`src/rtl/neuron_pkg.sv`:
```
// Shared types and constants for the time-multiplexed integrate-and-fire scheduler.
package neuron_pkg;

  localparam int unsigned VOLT_W = 14;

  typedef logic [VOLT_W-1:0] volt_t;

  localparam volt_t THRESHOLD_DEFAULT = 14'h1300;

  typedef enum logic [2:0] {
    IDLE,
    REQ,
    UPD,
    EMIT,
    DONE
  } sched_state_t;

endpackage

```
`src/rtl/neuron_tdm_sched_if.sv`:
```
// Request/sums handshake toward the synapse accumulator and spike event stream
// toward the router. Signal names are from the scheduler's point of view.
interface neuron_tdm_sched_if
  import neuron_pkg::*;
#(
  parameter int unsigned IDX_W = 3
);

  logic             o_req_valid;
  logic [IDX_W-1:0] o_req_idx;
  logic             i_syn_valid;
  volt_t            i_sum_excit;
  volt_t            i_sum_inhibit;
  logic             o_evt_valid;
  logic [IDX_W-1:0] o_evt_idx;
  logic             i_evt_ready;

  modport master (
    output o_req_valid,
    output o_req_idx,
    input  i_syn_valid,
    input  i_sum_excit,
    input  i_sum_inhibit,
    output o_evt_valid,
    output o_evt_idx,
    input  i_evt_ready
  );

  modport slave (
    input  o_req_valid,
    input  o_req_idx,
    output i_syn_valid,
    output i_sum_excit,
    output i_sum_inhibit,
    input  o_evt_valid,
    input  o_evt_idx,
    output i_evt_ready
  );

endinterface

```
`src/rtl/neuron_update.sv`:
```
// Combinational single-neuron update: leak, integrate, clamp, threshold, refractory.
module neuron_update
  import neuron_pkg::*;
#(
  parameter volt_t       THRESHOLD   = THRESHOLD_DEFAULT,
  parameter int unsigned DECAY_SHIFT = 3,
  parameter int unsigned REFRAC      = 2
) (
  input  volt_t       v,
  input  logic [3:0]  r,
  input  volt_t       excit,
  input  volt_t       inhibit,
  output volt_t       v_new,
  output logic        fire,
  output logic [3:0]  r_next
);

  logic [VOLT_W:0] decay;
  logic [VOLT_W:0] p;
  logic [VOLT_W:0] d;

  always_comb begin
    decay = {1'b0, v} - ({1'b0, v} >> DECAY_SHIFT);
    p     = {1'b0, excit} + decay;
    d     = '0;
    v_new = '0;
    // A refractory neuron is forced to zero regardless of input.
    if (r == 4'd0 && p > {1'b0, inhibit}) begin
      d     = p - {1'b0, inhibit};
      v_new = (d > 15'h3FFF) ? 14'h3FFF : d[VOLT_W-1:0];
    end
    fire = (r == 4'd0) && (v_new >= THRESHOLD);
    if (fire) begin
      r_next = 4'(REFRAC);
    end else if (r != 4'd0) begin
      r_next = r - 4'd1;
    end else begin
      r_next = 4'd0;
    end
  end

endmodule

```
`src/rtl/neuron_tdm_sched.sv`:
```
// Sweeps all neurons once per tick through one shared update datapath, fetching sums
// from the synapse accumulator and emitting spikes as address-events.
module neuron_tdm_sched
  import neuron_pkg::*;
#(
  parameter int unsigned NUM_NEURONS = 8,
  parameter int unsigned IDX_W       = $clog2(NUM_NEURONS),
  parameter volt_t       THRESHOLD   = THRESHOLD_DEFAULT,
  parameter int unsigned DECAY_SHIFT = 3,
  parameter int unsigned REFRAC      = 2
) (
  input  logic                      clk,
  input  logic                      reset,
  input  logic                      i_tick,
  neuron_tdm_sched_if.master        bus,
  output logic                      o_busy,
  output logic                      o_done,
  output logic                      o_overrun
);

  sched_state_t     state_q;
  logic [IDX_W-1:0] idx_q;
  logic             req_valid_q;
  logic             evt_valid_q;
  logic             busy_q;
  logic             done_q;
  logic             overrun_q;
  volt_t            excit_q;
  volt_t            inhibit_q;
  volt_t            v_q [NUM_NEURONS];
  logic [3:0]       r_q [NUM_NEURONS];

  volt_t            upd_v;
  logic             upd_fire;
  logic [3:0]       upd_r;
  logic             last;

  assign last = (idx_q == IDX_W'(NUM_NEURONS - 1));

  neuron_update #(
    .THRESHOLD   (THRESHOLD),
    .DECAY_SHIFT (DECAY_SHIFT),
    .REFRAC      (REFRAC)
  ) u_update (
    .v       (v_q[idx_q]),
    .r       (r_q[idx_q]),
    .excit   (excit_q),
    .inhibit (inhibit_q),
    .v_new   (upd_v),
    .fire    (upd_fire),
    .r_next  (upd_r)
  );

  always_ff @(posedge clk or negedge reset) begin
    if (!reset) begin
      state_q     <= IDLE;
      idx_q       <= '0;
      req_valid_q <= 1'b0;
      evt_valid_q <= 1'b0;
      busy_q      <= 1'b0;
      done_q      <= 1'b0;
      overrun_q   <= 1'b0;
      excit_q     <= '0;
      inhibit_q   <= '0;
      for (int i = 0; i < NUM_NEURONS; i++) begin
        v_q[i] <= '0;
        r_q[i] <= '0;
      end
    end else begin
      overrun_q <= i_tick && (state_q != IDLE);
      done_q    <= 1'b0;
      unique case (state_q)
        IDLE: begin
          if (i_tick) begin
            state_q     <= REQ;
            idx_q       <= '0;
            busy_q      <= 1'b1;
            req_valid_q <= 1'b1;
          end
        end
        REQ: begin
          if (bus.i_syn_valid) begin
            excit_q     <= bus.i_sum_excit;
            inhibit_q   <= bus.i_sum_inhibit;
            req_valid_q <= 1'b0;
            state_q     <= UPD;
          end
        end
        UPD: begin
          v_q[idx_q] <= upd_fire ? '0 : upd_v;
          r_q[idx_q] <= upd_r;
          if (upd_fire) begin
            state_q     <= EMIT;
            evt_valid_q <= 1'b1;
          end else if (last) begin
            state_q <= DONE;
            done_q  <= 1'b1;
          end else begin
            idx_q       <= idx_q + 1'b1;
            state_q     <= REQ;
            req_valid_q <= 1'b1;
          end
        end
        EMIT: begin
          // Sweep stalls here until the router takes the event.
          if (bus.i_evt_ready) begin
            evt_valid_q <= 1'b0;
            if (last) begin
              state_q <= DONE;
              done_q  <= 1'b1;
            end else begin
              idx_q       <= idx_q + 1'b1;
              state_q     <= REQ;
              req_valid_q <= 1'b1;
            end
          end
        end
        DONE: begin
          busy_q  <= 1'b0;
          state_q <= IDLE;
        end
        default: state_q <= IDLE;
      endcase
    end
  end

  assign bus.o_req_valid = req_valid_q;
  assign bus.o_req_idx   = idx_q;
  assign bus.o_evt_valid = evt_valid_q;
  assign bus.o_evt_idx   = idx_q;
  assign o_busy          = busy_q;
  assign o_done          = done_q;
  assign o_overrun       = overrun_q;

endmodule

```
`src/flat_wrapper.sv`:
```
// flat-port wrapper written by rule: the top's interface ports become plain ports
module neuron_tdm_sched_flat import neuron_pkg::*;
#(
  parameter int unsigned NUM_NEURONS = 8,
  parameter int unsigned IDX_W       = $clog2(NUM_NEURONS),
  parameter volt_t       THRESHOLD   = THRESHOLD_DEFAULT,
  parameter int unsigned DECAY_SHIFT = 3,
  parameter int unsigned REFRAC      = 2
)
  (clk, reset, i_tick, o_busy, o_done, o_overrun, bus_o_req_valid, bus_o_req_idx, bus_i_syn_valid, bus_i_sum_excit, bus_i_sum_inhibit, bus_o_evt_valid, bus_o_evt_idx, bus_i_evt_ready);
  neuron_tdm_sched_if #(.IDX_W(IDX_W)) bus_i ();
  input  logic clk;
  input  logic reset;
  input  logic i_tick;
  output logic o_busy;
  output logic o_done;
  output logic o_overrun;
  output wire logic [$bits(bus_i.o_req_valid)-1:0] bus_o_req_valid;
  output wire logic [$bits(bus_i.o_req_idx)-1:0] bus_o_req_idx;
  input wire logic [$bits(bus_i.i_syn_valid)-1:0] bus_i_syn_valid;
  input wire logic [$bits(bus_i.i_sum_excit)-1:0] bus_i_sum_excit;
  input wire logic [$bits(bus_i.i_sum_inhibit)-1:0] bus_i_sum_inhibit;
  output wire logic [$bits(bus_i.o_evt_valid)-1:0] bus_o_evt_valid;
  output wire logic [$bits(bus_i.o_evt_idx)-1:0] bus_o_evt_idx;
  input wire logic [$bits(bus_i.i_evt_ready)-1:0] bus_i_evt_ready;
  assign bus_o_req_valid = bus_i.o_req_valid;
  assign bus_o_req_idx = bus_i.o_req_idx;
  assign bus_i.i_syn_valid = bus_i_syn_valid;
  assign bus_i.i_sum_excit = bus_i_sum_excit;
  assign bus_i.i_sum_inhibit = bus_i_sum_inhibit;
  assign bus_o_evt_valid = bus_i.o_evt_valid;
  assign bus_o_evt_idx = bus_i.o_evt_idx;
  assign bus_i.i_evt_ready = bus_i_evt_ready;
  neuron_tdm_sched #(.NUM_NEURONS(NUM_NEURONS), .IDX_W(IDX_W), .THRESHOLD(THRESHOLD), .DECAY_SHIFT(DECAY_SHIFT), .REFRAC(REFRAC)) u_core (.clk(clk), .reset(reset), .i_tick(i_tick), .bus(bus_i), .o_busy(o_busy), .o_done(o_done), .o_overrun(o_overrun));
endmodule
```
`config.mk`:
```
export PLATFORM = sky130hd
export DESIGN_NAME = neuron_tdm_sched_flat
export DESIGN_NICKNAME = d
export VERILOG_FILES = /design/src/rtl/neuron_pkg.sv /design/src/rtl/neuron_tdm_sched_if.sv /design/src/rtl/neuron_update.sv /design/src/rtl/neuron_tdm_sched.sv /design/src/flat_wrapper.sv
export SDC_FILE = /design/constraint.sdc
export NUM_CORES = 1
export LEC_CHECK = 0
export ABC_AREA = 1
export BUFFER_PORTS_ARGS = -buffer_cell sky130_fd_sc_hd__clkbuf_2
export CAP_MARGIN = 10
export CORE_ASPECT_RATIO = 2
export CORE_MARGIN = 2
export CORE_UTILIZATION = 60
export CTS_BUF_LIST = sky130_fd_sc_hd__clkbuf_16
export CTS_CLUSTER_DIAMETER = 50
export DETAILED_ROUTE_END_ITERATION = 8
export PLACE_DENSITY = 0.74
export SETUP_SLACK_MARGIN = 0.15
export SLEW_MARGIN = 20
export SYNTH_ARGS = -nofsm -noshare
export SYNTH_HDL_FRONTEND = slang
export SYNTH_SLANG_ARGS = --single-unit
```
`constraint.sdc`:
```
create_clock -name clk -period 6 [get_ports clk]
set_input_delay 0.3 -clock clk [delete_from_list [all_inputs] [get_ports clk]]
set_output_delay 0.3 -clock clk [all_outputs]
set_load 0.03 [all_outputs]
```
==> flow_summary.yaml <==
status:
  status: "completed"
placed_design:
  postPlaceCellArea_um2: 10700
  portBuffers: 43
  dp_hpwl_mm: 19.2
  dpl_worst_slack_ps: 95.9
  gp_congestion: 0.909
timing:
  fin_worst_skew_ps: 7.97
  fin_crit_sh: 0.969
  max_freq_ghz: 0.172
  worst_slack_ps: 184
  finalCriticalPeriod_ps: 5820
  hold_violations: 0
  worst_pin_slew_ps: 914
  maxSlewViolCount: 0
  setup_viol: 0
  slew-limit-headroom: 0.391
cts:
  cts.sink_count: 183
  cts.htree.levels: 4
  clk_latency_ps: 440
  clk_pin_slew_ps: 80
  tritoncts: "yes"
  root_buffer: "clkbuf_16"
  cts_made_buffers: 17
  cts_buffer_depth: 2
drt:
  drt_iter0_markers: 832
  vias: 9288
  drtPass1Iterations: 6
  avgViaCountPerCell: 5.88
  drc: 0
  routedWlPerCell_um: 19.1
  antenna_left: 0
  wirelength_mm: 30.2
critical_path:
  end_kind: "flip-flop"
  cp.required_ps: 6340
  r2r-start: "u_core.bus.o_evt_idx[1]"
  cp.arrival_ps: 6160
  crit_top_cell: "nand2_1"
  cpMaxStageDelayCell: "fa_1"
  cp_max_fo: 8
  startpoint_type: "flip-flop"
  crit_path_max_incr_delay_ps: 430
  critPathKind: "reg2reg"
  crit_start: "u_core.bus.o_evt_idx[1]"
cells_and_area:
  syn2layout_area_growth_pct: 19.4
  num_antenna_cells: 0
  fin_area_um2: 12100
  post-route-util: 0.727
  layout-drive-gt1-share: 0.189
  final_common_cell: "nand2_1"
  nets: 1438
  most-common-layout-cells: "374 x nand2_1, 180 x dfrtp_1, 147 x inv_1"
die:
  die_w_um: 95.8
  die_y_um: 188
  io_pins: 44
  start_util: 0.609
  core_area_um2: 16600
  die_area_um2: 18000
  rows: 67
grt:
  antenna_found_initial: 0
  grt-ovfl-total: 0
  grt_max_degree: 112
  track_usage: 0.330
  first_global_vias: 8927
  grt_pass1_wl_mm: 45.4
logic_synthesis:
  synth.distinct_cells: 44
  synth_edf_count: 0
  syn_area_um2: 10100
  ys_warn_count: 0
  syn_area_per_cell_um2: 7.99
  synth-seq-area-share: 0.453
  ys_ff_latch: 183
  synth_cells: 1265
  synth_flop_cell: "dfrtp_1"
  async_flop_share: 1.00
  syn_nets: 1344
worst_hold_path:
  min_from: "i_tick"
  min-delay-path-class: "in2reg"
job:
  maxCapViolations: 0
cells by family after synthesis:
logic type | after synthesis | synth area share
buffers and inverters | 213 | 0.0899
DFF | 183 | 0.453
muxes | 6 | 0.00668
and+or+nand+nor | 599 | 0.249
adders and majority gates | 46 | 0.0658
xor gates and xnor gates | 22 | 0.0191
AOI/OAI and AO/OA | 196 | 0.117
what timing repair did:
action,in CTS,in global routing
hold endpoints to repair,0,55
gates cloned,0,5
endpoints found under the setup margin,93,121
resized for setup,4,93
hold buffers,0,1
buffers inserted,2,20
pin swaps,0,32
stage by stage:
stage	TNS (ps)	cells	hold slack, ps
after floorplan	0	1265	4.41
after global placement	0	1518	455
after detailed placement	0	1518	467
after CTS	0	1552	38.3
after global routing	-5750	1579	95.7
final	0	1579	89.0
synth_stat cells (9+ instances only):
master	n	area, µm²
xnor2_1	10	87.6
o21ai_1	23	115
ha_1	34	425
a221oi_1	18	158
nand3_1	109	546
nand4_1	10	62.6
dfrtp_1	183	4580
xor2_1	12	105
nor2_1	79	297
a21oi_2	9	78.8
fa_1	12	240
a21oi_1	55	275
buf_6	10	113
inv_1	152	571
o21ai_0	46	230
o22ai_1	19	119
nand2_1	379	1420
inv_2	10	37.5
clkbuf_1	29	109
per-layer routing:
layer	vias up	part of all wire	GRT usage	routed length [µm]
li1	4279	-	-	-
met1	4417	0.38	0.434	11600
met2	492	0.49	0.532	14900
met3	100	0.070	0.0438	2120
met4	0	0.053	0.162	1600
met5	-	0	0	0
worst max-delay path, delay by kind of cell (launching register included):
kind | cells | cell delay (ps)
AOI/OAI and AO/OA | 4 | 1000
xor gates and xnor gates | 1 | 230
adders and majority gates | 3 | 1110
buffers and inverters | 6 | 790
DFF | 1 | 420
and+or+nand+nor | 19 | 2150
flip-flops by register name, summed over array words and instances, names as in the netlist:
name                    count
u_core.bus.o_evt_idx        3
u_core.bus.o_evt_valid      1
u_core.bus.o_req_valid      1
u_core.excit_q             14
u_core.inhibit_q           14
u_core.o_busy               1
u_core.o_done               1
u_core.o_overrun            1
u_core.r_q                 32
u_core.state_q              3
u_core.v_q                112
layout make-up:
type | instances | area, µm²
clock buffers | 17 | 425
clock inverters | 15 | 176
fillers | 1258 | 4520
inverters | 166 | 654
multi-input cells | 869 | 5030
flip-flops and latches | 183 | 4580
well taps | 207 | 259
repair buffers | 120 | 935
repair inverters | 2 | 16.3
worst paths after layout:
| path | to | slack, ps | depth (start not counted) |
|---|---|---|---|
| setup reg to reg | u_core.v_q[40] | 180 | 33 |
| min in group asynchronous | u_core.o_overrun | 380 | 2 |
| setup / recovery | u_core.v_q[40] | 180 | 33 |
| hold / removal | u_core.o_overrun | 90 | 3 |
| max in group asynchronous | u_core.bus.o_evt_idx[1] | 4250 | 3 |
| hold reg to reg | u_core.bus.o_req_valid | 480 | 2 |
Power is left out: the tool's default activity adds up to more than one toggle a clock period on the data nets, which glitch-free logic cannot reach.
